[src/rtl/imem_loader_pkg.sv]
// Shared types and constants for the boot-time instruction loader.
package imem_loader_pkg;

    typedef enum logic [2:0] {
        ST_IDLE,
        ST_LOAD,
        ST_VERIFY,
        ST_RUN,
        ST_ERROR
    } state_e;

    localparam int WORD_BYTES = 4;
    localparam int WORD_SHIFT = $clog2(WORD_BYTES);

    localparam state_e      RST_STATE = ST_IDLE;
    localparam logic [31:0] RST_ADDR  = 32'h0000_0000;
    localparam logic        RST_FLAG  = 1'b0;

    function automatic logic [31:0] word_to_byte(input logic [31:0] idx);
        return idx << WORD_SHIFT;
    endfunction

endpackage

[src/rtl/imem_loader_if.sv]
// Instruction stream handshake plus the CPU external instruction-memory port.
interface imem_loader_if #(
    parameter int DATA_W = 32
);
    logic              s_valid;
    logic              s_ready;
    logic [DATA_W-1:0] s_data;
    logic [31:0]       addr_ext;
    logic              wen_ext;
    logic              ren_ext;
    logic [DATA_W-1:0] wdata_ext;
    logic [DATA_W-1:0] rdata_ext;

    modport master (
        input  s_valid, s_data, rdata_ext,
        output s_ready, addr_ext, wen_ext, ren_ext, wdata_ext
    );

    modport slave (
        output s_valid, s_data, rdata_ext,
        input  s_ready, addr_ext, wen_ext, ren_ext, wdata_ext
    );
endinterface

[src/rtl/imem_checksum.sv]
// 32-bit wrapping accumulator with synchronous clear; clear wins over accumulate.
module imem_checksum (
    input  logic        clk,
    input  logic        arst_n,
    input  logic        clr,
    input  logic        en,
    input  logic [31:0] din,
    output logic [31:0] sum
);
    always_ff @(posedge clk or negedge arst_n) begin
        if (!arst_n) begin
            sum <= '0;
        end else if (clr) begin
            sum <= '0;
        end else if (en) begin
            sum <= sum + din;
        end
    end
endmodule

[src/rtl/imem_loader.sv]
// Streams instruction words into IMEM, then enables the CPU.
// Define IMEM_LOADER_VERIFY_EN to add the read-back checksum pass before RUN.
module imem_loader
    import imem_loader_pkg::*;
#(
    parameter int ADDR_W = 9,
    parameter int DATA_W = 32
) (
    input  logic            clk,
    input  logic            arst_n,
    input  logic            start,
    input  logic [ADDR_W:0] len,
    input  logic [31:0]     checksum,
    imem_loader_if.master   bus,
    output logic            cpu_enable,
    output logic            busy,
    output logic            error
);
    localparam logic [ADDR_W:0] CAPACITY = {1'b1, {ADDR_W{1'b0}}};

    state_e            state;
    logic [ADDR_W:0]   cnt;
    logic [ADDR_W:0]   len_q;
    logic [31:0]       addr_q;
    logic              wen_q;
    logic [DATA_W-1:0] wdata_q;
    logic              s_ready;
    logic              accept;
    logic              session_start;
    logic              len_legal;

    assign s_ready       = (state == ST_LOAD) && (cnt < len_q);
    assign accept        = bus.s_valid && s_ready;
    assign session_start = start && (state inside {ST_IDLE, ST_RUN, ST_ERROR});
    assign len_legal     = (len != '0) && (len <= CAPACITY);

    assign bus.s_ready   = s_ready;
    assign bus.addr_ext  = addr_q;
    assign bus.wen_ext   = wen_q;
    assign bus.wdata_ext = wdata_q;

`ifdef IMEM_LOADER_VERIFY_EN
    logic        ren_q;
    logic        rd_pend;
    logic        rd_last;
    logic        sums_ok;
    logic [31:0] checksum_q;
    logic [31:0] wr_sum;
    logic [31:0] rd_sum;

    imem_checksum u_wr_sum (
        .clk    (clk),
        .arst_n (arst_n),
        .clr    (session_start),
        .en     (accept),
        .din    (bus.s_data),
        .sum    (wr_sum)
    );

    imem_checksum u_rd_sum (
        .clk    (clk),
        .arst_n (arst_n),
        .clr    (session_start),
        .en     (rd_pend),
        .din    (bus.rdata_ext),
        .sum    (rd_sum)
    );

    // The last read word is still on rdata_ext when the decision is taken.
    assign rd_last     = rd_pend && !ren_q;
    assign sums_ok     = (wr_sum == checksum_q) && ((rd_sum + bus.rdata_ext) == checksum_q);
    assign bus.ren_ext = ren_q;
`else
    logic unused_inputs;
    assign unused_inputs = ^{checksum, bus.rdata_ext};
    assign bus.ren_ext   = 1'b0;
`endif

    always_ff @(posedge clk or negedge arst_n) begin
        if (!arst_n) begin
            state      <= RST_STATE;
            cnt        <= '0;
            len_q      <= '0;
            addr_q     <= RST_ADDR;
            wen_q      <= RST_FLAG;
            wdata_q    <= '0;
            cpu_enable <= RST_FLAG;
            busy       <= RST_FLAG;
            error      <= RST_FLAG;
`ifdef IMEM_LOADER_VERIFY_EN
            ren_q      <= RST_FLAG;
            rd_pend    <= RST_FLAG;
            checksum_q <= '0;
`endif
        end else begin
            // NOTE: strobes default low every cycle; the case below re-asserts them only when needed.
            wen_q <= 1'b0;
`ifdef IMEM_LOADER_VERIFY_EN
            ren_q   <= 1'b0;
            rd_pend <= ren_q;
`endif
            case (state)
                ST_IDLE, ST_RUN, ST_ERROR: begin
                    if (session_start) begin
                        len_q      <= len;
                        cnt        <= '0;
                        cpu_enable <= 1'b0;
`ifdef IMEM_LOADER_VERIFY_EN
                        checksum_q <= checksum;
`endif
                        if (len_legal) begin
                            state <= ST_LOAD;
                            busy  <= 1'b1;
                            error <= 1'b0;
                        end else begin
                            state <= ST_ERROR;
                            error <= 1'b1;
                        end
                    end
                end
                ST_LOAD: begin
                    if (accept) begin
                        wen_q   <= 1'b1;
                        addr_q  <= word_to_byte(32'(cnt));
                        wdata_q <= bus.s_data;
                        cnt     <= cnt + 1'b1;
                    end else if (cnt == len_q) begin
`ifdef IMEM_LOADER_VERIFY_EN
                        state  <= ST_VERIFY;
                        ren_q  <= 1'b1;
                        addr_q <= RST_ADDR;
                        cnt    <= {{ADDR_W{1'b0}}, 1'b1};
`else
                        state      <= ST_RUN;
                        busy       <= 1'b0;
                        cpu_enable <= 1'b1;
`endif
                    end
                end
`ifdef IMEM_LOADER_VERIFY_EN
                ST_VERIFY: begin
                    if (cnt < len_q) begin
                        ren_q  <= 1'b1;
                        addr_q <= word_to_byte(32'(cnt));
                        cnt    <= cnt + 1'b1;
                    end
                    if (rd_last) begin
                        busy <= 1'b0;
                        if (sums_ok) begin
                            state      <= ST_RUN;
                            cpu_enable <= 1'b1;
                        end else begin
                            state <= ST_ERROR;
                            error <= 1'b1;
                        end
                    end
                end
`endif
                default: state <= ST_IDLE;
            endcase
        end
    end

endmodule

[src/flat_wrapper.sv]
// flat-port wrapper written by rule: the top's interface ports become plain ports
module imem_loader_flat import imem_loader_pkg::*;
#(
    parameter int ADDR_W = 9,
    parameter int DATA_W = 32
)
  (clk, arst_n, start, len, checksum, cpu_enable, busy, error, bus_s_valid, bus_s_data, bus_rdata_ext, bus_s_ready, bus_addr_ext, bus_wen_ext, bus_ren_ext, bus_wdata_ext);
  imem_loader_if #(.DATA_W(DATA_W)) bus_i ();
  input  logic clk;
  input  logic arst_n;
  input  logic start;
  input  logic [ADDR_W:0] len;
  input  logic [31:0] checksum;
  output logic cpu_enable;
  output logic busy;
  output logic error;
  input wire logic [$bits(bus_i.s_valid)-1:0] bus_s_valid;
  input wire logic [$bits(bus_i.s_data)-1:0] bus_s_data;
  input wire logic [$bits(bus_i.rdata_ext)-1:0] bus_rdata_ext;
  output wire logic [$bits(bus_i.s_ready)-1:0] bus_s_ready;
  output wire logic [$bits(bus_i.addr_ext)-1:0] bus_addr_ext;
  output wire logic [$bits(bus_i.wen_ext)-1:0] bus_wen_ext;
  output wire logic [$bits(bus_i.ren_ext)-1:0] bus_ren_ext;
  output wire logic [$bits(bus_i.wdata_ext)-1:0] bus_wdata_ext;
  assign bus_i.s_valid = bus_s_valid;
  assign bus_i.s_data = bus_s_data;
  assign bus_i.rdata_ext = bus_rdata_ext;
  assign bus_s_ready = bus_i.s_ready;
  assign bus_addr_ext = bus_i.addr_ext;
  assign bus_wen_ext = bus_i.wen_ext;
  assign bus_ren_ext = bus_i.ren_ext;
  assign bus_wdata_ext = bus_i.wdata_ext;
  imem_loader #(.ADDR_W(ADDR_W), .DATA_W(DATA_W)) u_core (.clk(clk), .arst_n(arst_n), .start(start), .len(len), .checksum(checksum), .bus(bus_i), .cpu_enable(cpu_enable), .busy(busy), .error(error));
endmodule
[config.mk]
export PLATFORM = sky130hd
export DESIGN_NAME = imem_loader_flat
export DESIGN_NICKNAME = d
export VERILOG_FILES = /design/src/rtl/imem_loader_pkg.sv /design/src/rtl/imem_loader_if.sv /design/src/rtl/imem_checksum.sv /design/src/rtl/imem_loader.sv /design/src/flat_wrapper.sv
export SDC_FILE = /design/constraint.sdc
export NUM_CORES = 1
export LEC_CHECK = 0
export BUFFER_PORTS_ARGS = -buffer_cell sky130_fd_sc_hd__buf_4
export CELL_PAD_IN_SITES_DETAIL_PLACEMENT = 1
export CELL_PAD_IN_SITES_GLOBAL_PLACEMENT = 2
export CORE_MARGIN = 2
export CORE_UTILIZATION = 27
export CTS_BUF_LIST = sky130_fd_sc_hd__clkbuf_16
export DETAILED_ROUTE_END_ITERATION = 12
export PLACE_DENSITY_LB_ADDON = 0.1
export SLEW_MARGIN = 5
export SYNTH_ARGS = -nofsm -noshare
export SYNTH_HDL_FRONTEND = slang
export SYNTH_SLANG_ARGS = --single-unit
[constraint.sdc]
create_clock -name clk -period 3.1 [get_ports clk]
set_input_delay 0.93 -clock clk [delete_from_list [all_inputs] [get_ports clk]]
set_output_delay 0.93 -clock clk [all_outputs]
set_load 0.01 [all_outputs]
==> results of run 1 <==
==> Yosys cell counts (all sizes together) <==
cell type and instances:
nor3 2, o2111ai 2, nor2b 1, and2 1, nor2 6, conb 1
mux2i 2, dfrtp 69, nand2b 5, a21oi 9, or4 1, and3 2
or2 1, o22ai 2, o211a 2, a22oi 2, nor3b 1, nor4b 1
o21a 1, inv 15, buf 34, o21ai 7, o31ai 1, o311ai 3
nand4 2, a32o 1, nand3 9, a22o 1, mux2 13, a211o 2
a21o 1, clkbuf 2, nor4 4, and4 1, a211oi 1, nand2 140
o211ai 4, ha 11
==> layout make-up <==
type / instances / area (µm²) / share of cell area
Multi-Input combinational cell: 265 / 1430 / 0.323
Clock inverter: 6 / 48.8 / 0.0110
Clock buffer: 9 / 225 / 0.0509
Inverter: 15 / 56.3 / 0.0127
Timing Repair Buffer: 97 / 728 / 0.165
Tap cell: 168 / 210 / 0.0475
Sequential cell: 69 / 1730 / 0.390
==> path summary, 6_finish.rpt <==
kind / start / endpoint / slack [ns] / depth (start not counted)
max: u_core.cnt[8] / bus_s_ready / 0.20 / 5
min: u_core.bus.wdata_ext[3] / u_core.bus.wdata_ext[3] / 0.47 / 2
max reg2reg: u_core.cnt[8] / u_core.bus.addr_ext[10] / 0.64 / 8
min reg2reg: u_core.bus.wdata_ext[3] / u_core.bus.wdata_ext[3] / 0.47 / 2
max in group asynchronous: arst_n / u_core.len_q[9] / 1.76 / 1
min in group asynchronous: arst_n / u_core.cnt[4] / 0.74 / 1
==> sequential cells by signal, indices dropped and copies added, names as in the netlist <==
name,count
u_core.bus.addr_ext,10
u_core.bus.wen_ext,1
u_core.len_q,10
u_core.cnt,10
u_core.bus.wdata_ext,32
u_core.cpu_enable,1
u_core.state,3
u_core.busy,1
u_core.error,1
==> stage by stage <==
stage               area, µm²  setup slack [ns]   util  hold WS [ns]  total power, µW
floorplan                3450             0.820      -         0.479             2380
global placement         4150             0.565  0.343         0.459             3050
detailed placement       4150             0.548  0.343         0.464             3080
CTS                      4420             0.177  0.365         0.478             4080
global route             4420            0.0908  0.365         0.498             4340
finish                   4420             0.198  0.365         0.472             3990
==> metal layers <==
metal	up-vias	part of all wire	track usage
met2	69	0.47	0.234
met4	0	0.015	0.0643
met3	10	0.051	0.0324
met5	-	0	0
met1	1364	0.46	0.186
li1	1340	-	-
==> critical path, delay by kind of cell, from the launching register on <==
family                   cells  cell delay (ns)
AO/OA/AOI/OAI                2             0.49
flip-flops                   1             0.46
adder cells (fa/ha/maj)      1             0.35
AND/OR/NAND/NOR              1             0.20
buffers and inverters        1             0.14
==> kinds of logic after synthesis <==
family	synth area share
AOI/OAI and AO/OA	0.0847
muxes	0.0494
DFF	0.512
and+or+nand+nor	0.224
buffers and inverters	0.0880
other	0.00111
adders and majority gates	0.0408
==> power groups by stage <==
stage	clock network [µW]	registers [µW]	logic, µW
CTS	1010	1440	1630
floorplan	0	1520	862
global route	1050	1480	1810
finish	970	1430	1580
global placement	0	1440	1600
detailed placement	0	1450	1620
==> flow_metrics.py, run 1 <==
metrics = {
    "outcome": {
        "outcome": "finished, final reports clean",
    },
    "finish": {
        "fillerInstances": 1454,
        "nets": 578,
        "antenna_cells": 0,
        "drive_above_1_share": 0.273,
        "final_cell_mix": "nand2_1, buf_4, dfrtp_1",
        "instances_no_fill": 629,
        "mostFrequentLayoutCell": "nand2_1",
        "syn2layout_area_growth_pct": 31.3,
    },
    "critical_path": {
        "setup.worst_path.class": "reg2out",
        "cp_slowest_stage_delay_ns": 0.46,
        "worst_setup_path_start_kind": "flip-flop",
        "worstPathArrival_ns": 1.97,
        "crit_path_cell_trace": "ha_1, nand4_2, a211o_1, o211a_1, buf_4",
        "cp_max_fo": 6,
        "critPathCaptureType": "primary output",
        "crit_slowest_cell": "dfrtp_1",
        "critPathRequiredTime_ns": 2.17,
    },
    "placed_design": {
        "gp_congestion": 0.752,
        "hpwl_mm": 6.32,
        "place_inst": 614,
        "port_buffers": 92,
    },
    "drt": {
        "postRouteAntennaNets": 0,
        "drt_iter0_markers": 87,
        "via_count": 2783,
        "drtPass1Iterations": 4,
        "drc_errors": 0,
        "wl_per_cell_um": 14.3,
        "routed_wirelength_mm": 8.99,
        "viasPerCell": 4.42,
    },
    "timing": {
        "max_freq_mhz": 345,
        "hold_viol": 0,
        "final.setup.tns_ns": 0,
        "drv_slew": 0,
        "setup_viol": 0,
        "min_period_over_period": 0.936,
        "period_minus_slack_ns": 2.90,
        "relSlewSlack": 0.381,
        "worstMarginPinSlew_ns": 0.929,
        "rsz0062_at_grt": "no",
        "clock_skew_ns": 0.00413,
    },
    "synth": {
        "yosysSeqAreaShare": 0.512,
        "syn-cell-area_mm2": 0.00337,
        "syn_area_per_cell_um2": 9.28,
        "yosys.area.top_type_share": 0.512,
        "ys_warn_count": 0,
        "yosys-top-cells-area": "dfrtp_1, nand2_1, buf_4",
        "synth_cell_types": 42,
        "yosysTopAreaCell": "dfrtp_1",
        "ys_ff_latch": 69,
        "synth_cells": 363,
    },
    "cts": {
        "clock_sinks": 69,
        "clock_latency_ns": 0.33,
        "cts_resized": 0,
        "cts_root_buf": "clkbuf_16",
        "numCtsBuffers": 9,
        "htreeDepth": 3,
        "cts_hold_buffers": 0,
        "post_cts.repair.setup_buffers": 0,
        "cts_tree": "built",
        "cts_buffer_depth": 2,
        "clk_pin_slew_ns": 0.05,
    },
    "floorplanning": {
        "top_level_ports": 180,
        "die_h_um": 116,
        "start_util": 0.278,
        "fp.dieW_um": 116,
        "rows": 40,
        "die_area_mm2": 0.0134,
        "core-area_mm2": 0.0121,
    },
    "global_routing": {
        "grt_overflow": 0,
        "grt_usage": 0.145,
        "grt_max_degree": 70,
        "grt_pass1_vias": 2862,
        "grt_pass1_wl_mm": 14.9,
        "antenna_found_initial": 0,
    },
    "job": {
        "max_cap_violations": 0,
    },
    "power": {
        "clkPwrFrac": 0.243,
        "ir_drop_mv": 0.351,
        "combPwrFrac": 0.397,
        "power_switching_share": 0.361,
        "leakagePower_uw": 0.00234,
        "p_sw_uw": 1440,
        "powerDensity_mw_per_mm2": 902,
        "seq_power_share": 0.359,
        "power.internal_uw": 2550,
    },
    "min_path": {
        "hp-class": "reg2reg",
    },
}
(Power assumes the default switching activity.)
==> run 2: changes to the inputs <==
--- a/config.mk
+++ b/config.mk
@@ -6,13 +6,10 @@
 export NUM_CORES = 1
 export LEC_CHECK = 0
 export BUFFER_PORTS_ARGS = -buffer_cell sky130_fd_sc_hd__buf_4
-export CELL_PAD_IN_SITES_DETAIL_PLACEMENT = 1
-export CELL_PAD_IN_SITES_GLOBAL_PLACEMENT = 2
 export CORE_MARGIN = 2
-export CORE_UTILIZATION = 27
-export CTS_BUF_LIST = sky130_fd_sc_hd__clkbuf_16
+export CORE_UTILIZATION = 28
+export CTS_BUF_LIST = sky130_fd_sc_hd__clkbuf_8
 export DETAILED_ROUTE_END_ITERATION = 12
-export PLACE_DENSITY_LB_ADDON = 0.1
 export SLEW_MARGIN = 5
 export SYNTH_ARGS = -nofsm -noshare
 export SYNTH_HDL_FRONTEND = slang
==> run 2 against run 1 <==
  * Combinational power barely moved
  * Hold slack better by 0.0070 ns
  * Core utilization about the same
  * Non-clock buffer count is the same
  * Count of clock-buffer cells in the layout unchanged
  * Setup slack got worse by 0.019 ns
  * Largest cell class unchanged
==> flow_metrics.py, run 2 (synthesized netlist as in run 1, its figures left out) <==
metrics = {
    "drt": {
        "drt_iter0_markers": 135,
        "wl_per_cell_um": 13.2,
        "routed_wirelength_mm": 8.04,
        "drc_errors": 0,
        "drtPass1Iterations": 4,
        "viasPerCell": 4.50,
        "postRouteAntennaNets": 0,
        "via_count": 2742,
    },
    "floorplanning": {
        "start_util": 0.284,
        "die_h_um": 114,
        "rows": 40,
        "top_level_ports": 180,
        "core-area_mm2": 0.0119,
        "die_area_mm2": 0.0129,
        "fp.dieW_um": 114,
    },
    "cts": {
        "post_cts.repair.setup_buffers": 0,
        "htreeDepth": 3,
        "clock_latency_ns": 0.36,
        "cts_tree": "built",
        "cts_resized": 0,
        "cts_root_buf": "clkbuf_8",
        "cts_buffer_depth": 2,
        "clk_pin_slew_ns": 0.08,
        "numCtsBuffers": 9,
        "cts_hold_buffers": 0,
        "clock_sinks": 69,
    },
    "power": {
        "leakagePower_uw": 0.00230,
        "ir_drop_mv": 0.400,
        "powerDensity_mw_per_mm2": 879,
        "p_total_uw": 3810,
    },
    "finish": {
        "post-route-cell-area_mm2": 0.00434,
        "instances_no_fill": 609,
        "mostFrequentLayoutCell": "nand2_1",
        "fillerInstances": 1236,
        "final_cell_mix": "nand2_1, buf_4, dfrtp_1",
        "syn2layout_area_growth_pct": 28.7,
        "drive_above_1_share": 0.286,
        "nets": 578,
        "antenna_cells": 0,
        "largest_reg_flops": 32,
    },
    "placed_design": {
        "port_buffers": 92,
        "gp_congestion": 0.774,
        "place_inst": 593,
        "dp_slack_ns": 0.581,
        "placed_area_mm2": 0.00412,
        "hpwl_mm": 5.69,
    },
    "global_routing": {
        "antenna_found_initial": 0,
        "grt_pass1_wl_mm": 13.3,
        "grt_overflow": 0,
        "grt_pass1_vias": 2683,
        "grt_usage": 0.133,
        "grt_max_degree": 70,
    },
    "timing": {
        "setup_viol": 0,
        "fin_ws_ns": 0.179,
        "max_freq_mhz": 342,
        "relSlewSlack": 0.398,
        "period_minus_slack_ns": 2.92,
        "final.setup.tns_ns": 0,
        "hold_viol": 0,
        "rsz0062_at_grt": "no",
        "worstMarginPinSlew_ns": 0.902,
        "min_period_over_period": 0.942,
        "clock_skew_ns": 0.0115,
        "drv_slew": 0,
    },
    "critical_path": {
        "critPathRequiredTime_ns": 2.17,
        "setup.worst_path.class": "reg2out",
        "reg2reg_setup_slack_ns": 0.73,
        "critPathCaptureType": "primary output",
        "worstPathArrival_ns": 1.99,
        "worst_setup_path_start_kind": "flip-flop",
        "cp_max_fo": 5,
    },
    "min_path": {
        "hp-class": "reg2reg",
    },
    "outcome": {
        "outcome": "finished, final reports clean",
    },
    "job": {
        "max_cap_violations": 0,
    },
}
run 2: changes by cell type in the layout (fill, tap and decap cells not counted):
cell / change
clkbuf_16: -9
clkbuf_8: +9
clkinv_2: +3
inv_1: -3
clkinv_1: -2
clkinvlp_4: +2
bufinv_16: +1
run 2: report_power, final:
| part | total [µW] | switching (µW) | internal, µW |
|---|---|---|---|
| Combinational | 1560 | 851 | 711 |
| Sequential | 1440 | 211 | 1230 |
| Clock | 810 | 362 | 448 |
| Total | 3810 | 1420 | 2390 |
run 2: cell type report:
class / instances / area, µm² / share of cell area
well taps: 147 / 184 / 0.0424
clock buffers: 9 / 124 / 0.0286
inverters: 15 / 56.3 / 0.0130
repair buffers: 97 / 728 / 0.168
multi-input cells: 265 / 1430 / 0.329
flip-flops and latches: 69 / 1730 / 0.398
clock inverters: 7 / 90.1 / 0.0208
run 2: final timing paths:
kind                                       endpoint                     start  cells past startpoint
min reg2reg                u_core.bus.wdata_ext[31]  u_core.bus.wdata_ext[31]                      2
min                        u_core.bus.wdata_ext[31]  u_core.bus.wdata_ext[31]                      2
min in group asynchronous  u_core.bus.wdata_ext[10]                    arst_n                      1
max reg2reg                           u_core.cnt[7]             u_core.cnt[9]                      7
max                                     bus_s_ready             u_core.cnt[9]                      5
max in group asynchronous  u_core.bus.wdata_ext[30]                    arst_n                      1
run 2: metal layers:
metal	share of wire	vias up	track usage
li1	-	1346	-
met1	0.44	1304	0.166
met2	0.50	80	0.214
met3	0.043	12	0.0319
met4	0.018	0	0.0699
met5	0	-	0
run 2: worst max-delay path, cell delays in order (launching register included):
cell     delay (ns)
dfrtp_1        0.44
ha_1           0.36
nand4_2        0.20
a211o_1        0.34
o211a_1        0.14
buf_4          0.14
run 2: through the flow:
step | hold WS, ns | utilization
after floorplan | 0.479 | -
after global placement | 0.461 | 0.348
after detailed placement | 0.464 | 0.348
after CTS | 0.482 | 0.366
after global routing | 0.500 | 0.366
final | 0.479 | 0.366
==> run 3: changes to the inputs <==
--- a/config.mk
+++ b/config.mk
@@ -7,9 +7,10 @@
 export LEC_CHECK = 0
 export BUFFER_PORTS_ARGS = -buffer_cell sky130_fd_sc_hd__buf_4
 export CORE_MARGIN = 2
-export CORE_UTILIZATION = 28
+export CORE_UTILIZATION = 50
 export CTS_BUF_LIST = sky130_fd_sc_hd__clkbuf_8
 export DETAILED_ROUTE_END_ITERATION = 12
+export PLACE_DENSITY = 0.88
 export SLEW_MARGIN = 5
 export SYNTH_ARGS = -nofsm -noshare
 export SYNTH_HDL_FRONTEND = slang
==> run 3 against run 2 <==
  * Register-to-register slack worse by 0.02 ns
  * Global-route usage is 8.6 points higher
  * Flip-flop and latch count stayed put
  * Maximum frequency is 1.1% higher
  * Power is 4.9% lower
  * Count of clock-buffer cells in the layout is 2 higher
  * Hold slack worse by 0.0025 ns
  * Clock skew is 0.00066 ns lower
  * Final area is 3.1% lower
  * First-iteration DRC count stayed put
  * Critical path depth stayed put
  * Die area is 43% lower
==> flow_metrics.py, run 3 (synthesized netlist as in run 1, its figures left out) <==
metrics = {
    "placed_design": {
        "gp_congestion": 0.878,
        "hpwl_mm": 5.31,
        "placed_area_mm2": 0.00404,
        "port_buffers": 92,
    },
    "power": {
        "powerDensity_mw_per_mm2": 863,
        "clkPwrFrac": 0.173,
        "power.internal_uw": 2260,
        "p_sw_uw": 1360,
        "seq_power_share": 0.397,
        "combPwrFrac": 0.430,
        "power_switching_share": 0.376,
        "leakagePower_uw": 0.00229,
        "ir_drop_mv": 0.520,
    },
    "floorplanning": {
        "top_level_ports": 180,
        "die_area_mm2": 0.00741,
        "die_h_um": 86.1,
        "rows": 29,
        "start_util": 0.525,
        "fp.dieW_um": 86.1,
        "core-area_mm2": 0.00642,
    },
    "finish": {
        "ff_latch_area_mm2": 0.00173,
        "nets": 578,
        "antenna_cells": 0,
        "mostFrequentLayoutCell": "nand2_1",
        "post-route-cell-area_mm2": 0.00420,
        "syn2layout_area_growth_pct": 24.7,
        "final_cell_mix": "nand2_1, buf_4, dfrtp_1",
        "drive_above_1_share": 0.280,
        "fillerInstances": 546,
        "largest_reg_flops": 32,
        "multiInputGateArea_mm2": 0.00143,
    },
    "critical_path": {
        "crit_slowest_cell": "dfrtp_1",
        "worst-path-buf-inv": 1,
        "setup.worst_path.class": "reg2out",
        "cp_max_fo": 5,
        "worst_setup_path_start_kind": "flip-flop",
        "cpLargestDelayFamily": "compound AO/OA/AOI/OAI gates",
        "worstPathArrival_ns": 1.96,
        "reg2reg_setup_slack_ns": 0.71,
        "critPathRequiredTime_ns": 2.17,
        "critPathCaptureType": "primary output",
        "crit_path_cell_trace": "ha_1, nand4_2, a211o_1, o211a_1, buf_4",
        "cp_slowest_stage_delay_ns": 0.44,
    },
    "drt": {
        "drt_iter0_markers": 135,
        "wl_per_cell_um": 13.7,
        "drc_errors": 0,
        "via_count": 2743,
        "viasPerCell": 5.11,
        "postRouteAntennaNets": 0,
        "drtPass1Iterations": 5,
        "routed_wirelength_mm": 7.38,
    },
    "timing": {
        "final.setup.tns_ns": 0,
        "period_minus_slack_ns": 2.89,
        "max_freq_mhz": 346,
        "min_period_over_period": 0.932,
        "drv_slew": 0,
        "setup_viol": 0,
        "relSlewSlack": 0.437,
        "hold_viol": 0,
        "worstMarginPinSlew_ns": 0.845,
        "rsz0062_at_grt": "no",
        "clock_skew_ns": 0.0108,
    },
    "cts": {
        "cts_tree": "built",
        "cts_resized": 0,
        "clk_pin_slew_ns": 0.07,
        "clock_latency_ns": 0.34,
        "cts_root_buf": "clkbuf_8",
        "numCtsBuffers": 9,
        "cts_buffer_depth": 2,
        "post_cts.repair.setup_buffers": 0,
        "clock_sinks": 69,
        "htreeDepth": 3,
        "cts_hold_buffers": 0,
    },
    "global_routing": {
        "antenna_found_initial": 0,
        "grt_overflow": 0,
        "grt_usage": 0.218,
        "grt_max_degree": 70,
        "grt_pass1_wl_mm": 12.7,
        "grt_pass1_vias": 2804,
    },
    "job": {
        "max_cap_violations": 0,
    },
    "min_path": {
        "hp-class": "reg2reg",
    },
    "outcome": {
        "outcome": "finished, final reports clean",
    },
}
==> run 3: power by group through the flow <==
| stage | logic [µW] | clock network, µW | registers (µW) |
|---|---|---|---|
| after detailed placement | 1580 | 0 | 1450 |
| after global placement | 1510 | 0 | 1430 |
| final | 1560 | 628 | 1440 |
| after CTS | 1580 | 646 | 1440 |
| after global routing | 1750 | 695 | 1480 |
| after floorplan | 862 | 0 | 1520 |
==> run 3: worst register-to-register path: cells and delay by family, from the launching register on <==
kind                     cells  cell delay [ns]
buffers and inverters        1             0.31
adder cells (fa/ha/maj)      1             0.35
AND/OR/NAND/NOR              1             0.21
multiplexers                 1             0.31
flip-flops                   1             0.44
AO/OA/AOI/OAI                3             0.67
==> run 3: worst paths after layout <==
check | start | to | cells past startpoint
setup / recovery | u_core.cnt[9] | bus_s_ready | 5
hold / removal | u_core.bus.wdata_ext[31] | u_core.bus.wdata_ext[31] | 2
setup reg to reg | u_core.cnt[9] | u_core.cpu_enable | 7
hold reg to reg | u_core.bus.wdata_ext[31] | u_core.bus.wdata_ext[31] | 2
max in group asynchronous | arst_n | u_core.len_q[3] | 1
min in group asynchronous | arst_n | u_core.len_q[0] | 1
==> run 3: layout make-up <==
type | instances | area share
clock buffers | 11 | 0.0360
clock inverters | 3 | 0.00328
inverters | 15 | 0.0134
multi-input cells | 265 | 0.340
flip-flops and latches | 69 | 0.411
well taps | 77 | 0.0229
repair buffers | 97 | 0.173
==> run 3: metal layers <==
metal	up-vias	track usage	part of all wire
li1	1344	-	-
met1	1290	0.261	0.40
met2	97	0.369	0.51
met3	12	0.0597	0.069
met4	0	0.0952	0.017
met5	-	0	0
==> run 3: metrics by stage <==
| step | power [µW] | util | hold WS (ns) | cells | setup WS, ns |
|---|---|---|---|---|---|
| final | 3630 | 0.654 | 0.476 | 537 | 0.212 |
| after global routing | 3920 | 0.654 | 0.502 | 537 | 0.0952 |
| after CTS | 3670 | 0.654 | 0.481 | 537 | 0.207 |
| after detailed placement | 3020 | 0.628 | 0.464 | 523 | 0.585 |
| after global placement | 2940 | 0.628 | 0.460 | 523 | 0.618 |
| after floorplan | 2380 | - | 0.479 | 385 | 0.820 |
